File: src/rtl/piso_serial_tx.sv
// Serial frame transmitter: parallel word in via valid/ready, shifted out LSB-first
// framed by start bit, optional even parity bit and stop bit.
module piso_serial_tx #(
  parameter int DATA_W       = 8,
  parameter int CLKS_PER_BIT = 4,
  parameter int PARITY_EN    = 1
) (
  input  logic              clk,
  input  logic              reset,
  input  logic              en,
  input  logic              in_valid,
  input  logic [DATA_W-1:0] in_data,
  output logic              in_ready,
  output logic              tx_out,
  output logic              busy,
  output logic              done
);

  localparam int DIV_W = (CLKS_PER_BIT > 1) ? $clog2(CLKS_PER_BIT) : 1;
  localparam int BIT_W = (DATA_W > 1) ? $clog2(DATA_W) : 1;
  localparam logic [DIV_W-1:0] DIV_LAST = DIV_W'(CLKS_PER_BIT - 1);
  localparam logic [BIT_W-1:0] BIT_LAST = BIT_W'(DATA_W - 1);

  typedef enum logic [2:0] {
    S_IDLE   = 3'd0,
    S_START  = 3'd1,
    S_DATA   = 3'd2,
    S_PARITY = 3'd3,
    S_STOP   = 3'd4
  } state_t;

  state_t             state_q, state_d;
  logic [DIV_W-1:0]   div_q, div_d;
  logic [BIT_W-1:0]   bit_q, bit_d;
  logic [DATA_W-1:0]  shift_q, shift_d;
  logic               parity_q, parity_d;
  logic               tx_q, tx_d;
  logic               done_q, done_d;
  logic               bit_end;

  assign bit_end  = (div_q == DIV_LAST);
  assign in_ready = (state_q == S_IDLE);
  assign busy     = (state_q != S_IDLE);
  assign tx_out   = tx_q;
  assign done     = done_q;

  always_comb begin
    state_d  = state_q;
    div_d    = div_q;
    bit_d    = bit_q;
    shift_d  = shift_q;
    parity_d = parity_q;
    tx_d     = tx_q;
    // done is a strict one-cycle pulse, cleared on every edge regardless of en
    done_d   = 1'b0;
    if (en) begin
      if (state_q != S_IDLE) begin
        div_d = bit_end ? '0 : div_q + 1'b1;
      end
      unique case (state_q)
        S_IDLE: begin
          if (in_valid) begin
            shift_d  = in_data;
            parity_d = ^in_data;
            state_d  = S_START;
            tx_d     = 1'b0;
            div_d    = '0;
          end
        end
        S_START: begin
          if (bit_end) begin
            state_d = S_DATA;
            bit_d   = '0;
            tx_d    = shift_q[0];
          end
        end
        S_DATA: begin
          if (bit_end) begin
            if (bit_q == BIT_LAST) begin
              if (PARITY_EN != 0) begin
                state_d = S_PARITY;
                tx_d    = parity_q;
              end else begin
                state_d = S_STOP;
                tx_d    = 1'b1;
              end
            end else begin
              shift_d = shift_q >> 1;
              tx_d    = shift_d[0];
              bit_d   = bit_q + 1'b1;
            end
          end
        end
        S_PARITY: begin
          if (bit_end) begin
            state_d = S_STOP;
            tx_d    = 1'b1;
          end
        end
        S_STOP: begin
          if (bit_end) begin
            state_d = S_IDLE;
            tx_d    = 1'b1;
            done_d  = 1'b1;
          end
        end
        default: begin
          state_d = S_IDLE;
          tx_d    = 1'b1;
        end
      endcase
    end
  end

  always_ff @(posedge clk or posedge reset) begin
    if (reset) begin
      state_q  <= S_IDLE;
      div_q    <= '0;
      bit_q    <= '0;
      shift_q  <= '0;
      parity_q <= 1'b0;
      tx_q     <= 1'b1;
      done_q   <= 1'b0;
    end else begin
      state_q  <= state_d;
      div_q    <= div_d;
      bit_q    <= bit_d;
      shift_q  <= shift_d;
      parity_q <= parity_d;
      tx_q     <= tx_d;
      done_q   <= done_d;
    end
  end

endmodule

File: config.mk
export PLATFORM = sky130hd
export DESIGN_NAME = piso_serial_tx
export DESIGN_NICKNAME = d
export VERILOG_FILES = /design/src/rtl/piso_serial_tx.sv
export SDC_FILE = /design/constraint.sdc
export NUM_CORES = 1
export LEC_CHECK = 0
export ABC_CLOCK_PERIOD_IN_PS = 5100
export CAP_MARGIN = 20
export CORE_MARGIN = 4
export CORE_UTILIZATION = 30
export DETAILED_ROUTE_END_ITERATION = 6
export PLACE_DENSITY = 0.46
export SLEW_MARGIN = 20
export SYNTH_ARGS = -nofsm -noshare
export SYNTH_HDL_FRONTEND = slang
export SYNTH_SLANG_ARGS = --single-unit
File: constraint.sdc
create_clock -name clk -period 5.1 [get_ports clk]
set_input_delay 1.53 -clock clk [delete_from_list [all_inputs] [get_ports clk]]
set_output_delay 1.53 -clock clk [all_outputs]
set_load 0.02 [all_outputs]
==> flow_metrics.env, run 1 <==
export IMPL_clk_pin_slew_ns=0.07
export IMPL_placedCellCount=169
export IMPL_path_class="register to output port"
export IMPL_p_leak_nw=0.557
export IMPL_syn_area_per_cell_sq_um=10.3
export IMPL_peakVddDrop_uv=143
export IMPL_fillers=389
export IMPL_dp_hpwl_mm=1.73
export IMPL_antenna_found_initial=0
export IMPL_core_area_sq_mm=0.00366
export IMPL_cts_post_setup_buffers_inserted=0
export IMPL_hold_depth=1
export IMPL_viasPerCell=4.83
export IMPL_maxCapViolations=0
export IMPL_skew_ns=0.00257
export IMPL_slew_headroom_pct=49.9
export IMPL_fmax_mhz=278
export IMPL_ys_seq_area_share_pct=41.8
export IMPL_arrival_ns=2.07
export IMPL_grtUsageTotal_pct=10.2
export IMPL_use_met1_pct=13.0
export IMPL_finalNonFillerCells=173
export IMPL_areaGrowthSynthToFinish_pct=19.3
export IMPL_syn_num_nets=127
export IMPL_hold_end="bit_q[0]$_DFFE_PP0P_"
export IMPL_cts_tree="done"
export IMPL_multi_input_area_sq_um=592
export IMPL_cellPowerDensity_mw_per_mm2=539
export IMPL_setup_viol=0
export IMPL_grt_max_degree=20
export IMPL_cp_top_family="buffers and inverters"
export IMPL_p_total_uw=734
export IMPL_regArea_sq_um=477
export IMPL_setup_ws_ns=1.50
export IMPL_gp_congestion=0.802
export IMPL_syn_cell_area_sq_mm=0.00114
export IMPL_crit_buf_inv=2
export IMPL_rows=22
export IMPL_antenna_left=0
export IMPL_routed_wl_mm=2.29
export IMPL_die_h_um=69.7
export IMPL_r2r_end="state_q[2]$_DFFE_PP0P_"
export IMPL_cts_hold_buf=0
export IMPL_grt_pass1_vias=852
export IMPL_period_needed_ns=3.60
export IMPL_critPathLaunchType="register"
export IMPL_final_area_sq_mm=0.00136
export IMPL_busiest_layer="met2"
export IMPL_start_util_pct=31.2
export IMPL_synth_seq_cells=19
export IMPL_tightest_slew_ns=0.751
export IMPL_dieWidth_um=69.7
export IMPL_h_tree_depth=1
export IMPL_clock_sinks=19
export IMPL_crit_required_ns=3.57
export IMPL_io_pins=16
export IMPL_drtIter0Drc=26
export IMPL_numCtsBuffers=3
export IMPL_r2r_slack_ns=3.27
export IMPL_setup_tns_ns=0
export IMPL_worstHoldStart="bit_q[0]$_DFFE_PP0P_"
export IMPL_hp_class="register to register"
export IMPL_worstPathMaxFanout=15
export IMPL_outcome="finished, final reports clean"
export IMPL_slowest_delay_ns=0.61
export IMPL_drt_drc_violations_left=0
export IMPL_use_met3_pct=2.46
export IMPL_drive_gt1_share_pct=11.2
export IMPL_placed_cell_area_sq_mm=0.00132
export IMPL_hold_viol_final=0
export IMPL_cp_slowest_cell="clkdlybuf4s50_1"
export IMPL_slew_viol_final=0
export IMPL_crit_path_end_kind="output port"
export IMPL_clk_latency_ns=0.26
export IMPL_nNetsFinal=142
export IMPL_reg2regPathDepth=5
export IMPL_rsz0062_at_grt="false"
export IMPL_antennaDiodeCount=0
export IMPL_first_pass_iters=3
export IMPL_yosys_warnings=0
export IMPL_vias=836
export IMPL_portBuffers=15
export IMPL_synthCells=111
export IMPL_grt_overflow_total=0
export IMPL_ys_types=35
export IMPL_dieArea_sq_mm=0.00485
export IMPL_max_clock_path_buffers=2
export IMPL_pre_cts_slack_ns=1.79
export IMPL_grtUsageMet2_pct=16.1
export IMPL_timing_final_crit_share_pct=70.6
export IMPL_grt_first_pass_wirelength_mm=4.00
export IMPL_cts_root_buffer="clkbuf_8"
export IMPL_postCtsResizedCells=0
export IMPL_r2r_start="div_q[0]$_DFFE_PP0P_"
export IMPL_cp_cell_sequence="or3_1 > inv_1 > clkdlybuf4s50_1"
export IMPL_wl_per_cell_um=13.2
-- worst max-delay path by stage --
| stage | from | endpoint | slack, ns | cells past startpoint |
|---|---|---|---|---|
| floorplan | en | state_q[0]$_DFFE_PP0P_ | 2.42 | 4 |
| global placement | state_q[0]$_DFFE_PP0P_ | in_ready | 1.82 | 3 |
| detailed placement | state_q[0]$_DFFE_PP0P_ | in_ready | 1.79 | 3 |
| CTS | state_q[0]$_DFFE_PP0P_ | in_ready | 1.50 | 3 |
| global route | state_q[0]$_DFFE_PP0P_ | in_ready | 1.40 | 3 |
| finish | state_q[0]$_DFFE_PP0P_ | in_ready | 1.50 | 3 |
-- synth_stat cells, drive strengths merged --
master  instances  area (sq um)
dfrtp          18           450
a21oi          11          58.8
mux2i          11           110
nor2           10          37.5
inv             8          30.0
xnor2           7          61.3
buf             4          35.0
ha              4          50.1
nand2           4          15.0
mux2            3          33.8
nor3            3          15.0
o21ai           3          18.8
a211o           2          17.5
a32o            2          20.0
clkbuf          2          7.51
nand3           2          10.0
nor2b           2          12.5
nor3b           2          15.0
or3b            2          17.5
a211oi          1          7.51
a311oi          1          15.0
a31oi           1          6.26
a41oi           1          8.76
and4            1          8.76
and4bb          1          12.5
dfstp           1          26.3
nand3b          1          7.51
o221a           1          20.0
o22ai           1          6.26
or3             1          6.26
-- kinds of logic after synthesis --
kind of cell	synth area share, %
AOI/OAI and AO/OA	15.7
xor gates and xnor gates	5.37
DFF	41.8
and+or+nand+nor	13.8
muxes	12.6
adders and majority gates	4.39
buffers and inverters	6.36
-- flip-flops by register name, indices dropped and copies added (netlist names) --
register  flops
parity_q      1
state_q       3
tx_out        1
shift_q       8
bit_q         3
done          1
div_q         2
-- power by group --
group          total, mW  switching, mW  internal (mW)
logic              0.340          0.168          0.172
clock network      0.106         0.0507         0.0556
registers          0.288         0.0666          0.222
-- final cells by class --
| type | instances | area share [%] |
|---|---|---|
| multi-input cells | 78 | 43.5 |
| well taps | 48 | 4.41 |
| flip-flops and latches | 19 | 35.0 |
| clock buffers | 4 | 3.31 |
| inverters | 8 | 2.21 |
| repair buffers | 16 | 11.6 |
-- per-layer routing --
layer	wire length (um)	up-vias
met5	0	-
met2	1080	15
met3	71	4
met1	1100	394
met4	40	0
li1	-	423
-- cell usage in the layout (no fill, tap or decap), types with 2 or more instances in the layout --
| cell type | n |
|---|---|
| nand3_1 | 2 |
| nor2b_1 | 2 |
| nand2_1 | 4 |
| a21oi_1 | 10 |
| nor2_1 | 10 |
| mux2i_1 | 11 |
| ha_1 | 4 |
| clkdlybuf4s50_1 | 15 |
| nor3_1 | 3 |
| mux2_2 | 3 |
| a32o_1 | 2 |
| inv_1 | 8 |
| xnor2_1 | 7 |
| clkbuf_8 | 3 |
| a211o_1 | 2 |
| dfrtp_1 | 18 |
| o21ai_0 | 2 |
| nor3b_1 | 2 |
-- metrics by stage --
stage	utilization, %	hold WS, ns
after floorplan	-	0.457
after CTS	37.2	0.500
after global placement	36.0	0.472
final	37.2	0.496
after global routing	37.2	0.518
after detailed placement	36.0	0.490
Power figures use the tool's default switching activity.
==> run 2, diff against run 1 <==
--- a/config.mk
+++ b/config.mk
@@ -5,7 +5,7 @@
 export SDC_FILE = /design/constraint.sdc
 export NUM_CORES = 1
 export LEC_CHECK = 0
-export ABC_CLOCK_PERIOD_IN_PS = 5100
+export ABC_CLOCK_PERIOD_IN_PS = 3700
 export CAP_MARGIN = 20
 export CORE_MARGIN = 4
 export CORE_UTILIZATION = 30
==> constraint.sdc (replaced) <==
create_clock -name clk -period 3.7 [get_ports clk]
set_input_delay 1.11 -clock clk [delete_from_list [all_inputs] [get_ports clk]]
set_output_delay 1.11 -clock clk [all_outputs]
set_load 0.02 [all_outputs]
==> results of run 2 <==
Same layout as run 1 (identical final DEF). Status: finished, final reports clean.
Main changes from that run: setup slack after placement 1.79 ns -> 0.812 ns; setup slack after layout 1.50 ns -> 0.522 ns; register-to-register setup slack 3.27 ns -> 1.87 ns; total power 0.734 mW -> 1.01 mW; worst IR drop on VDD 143 uV -> 197 uV
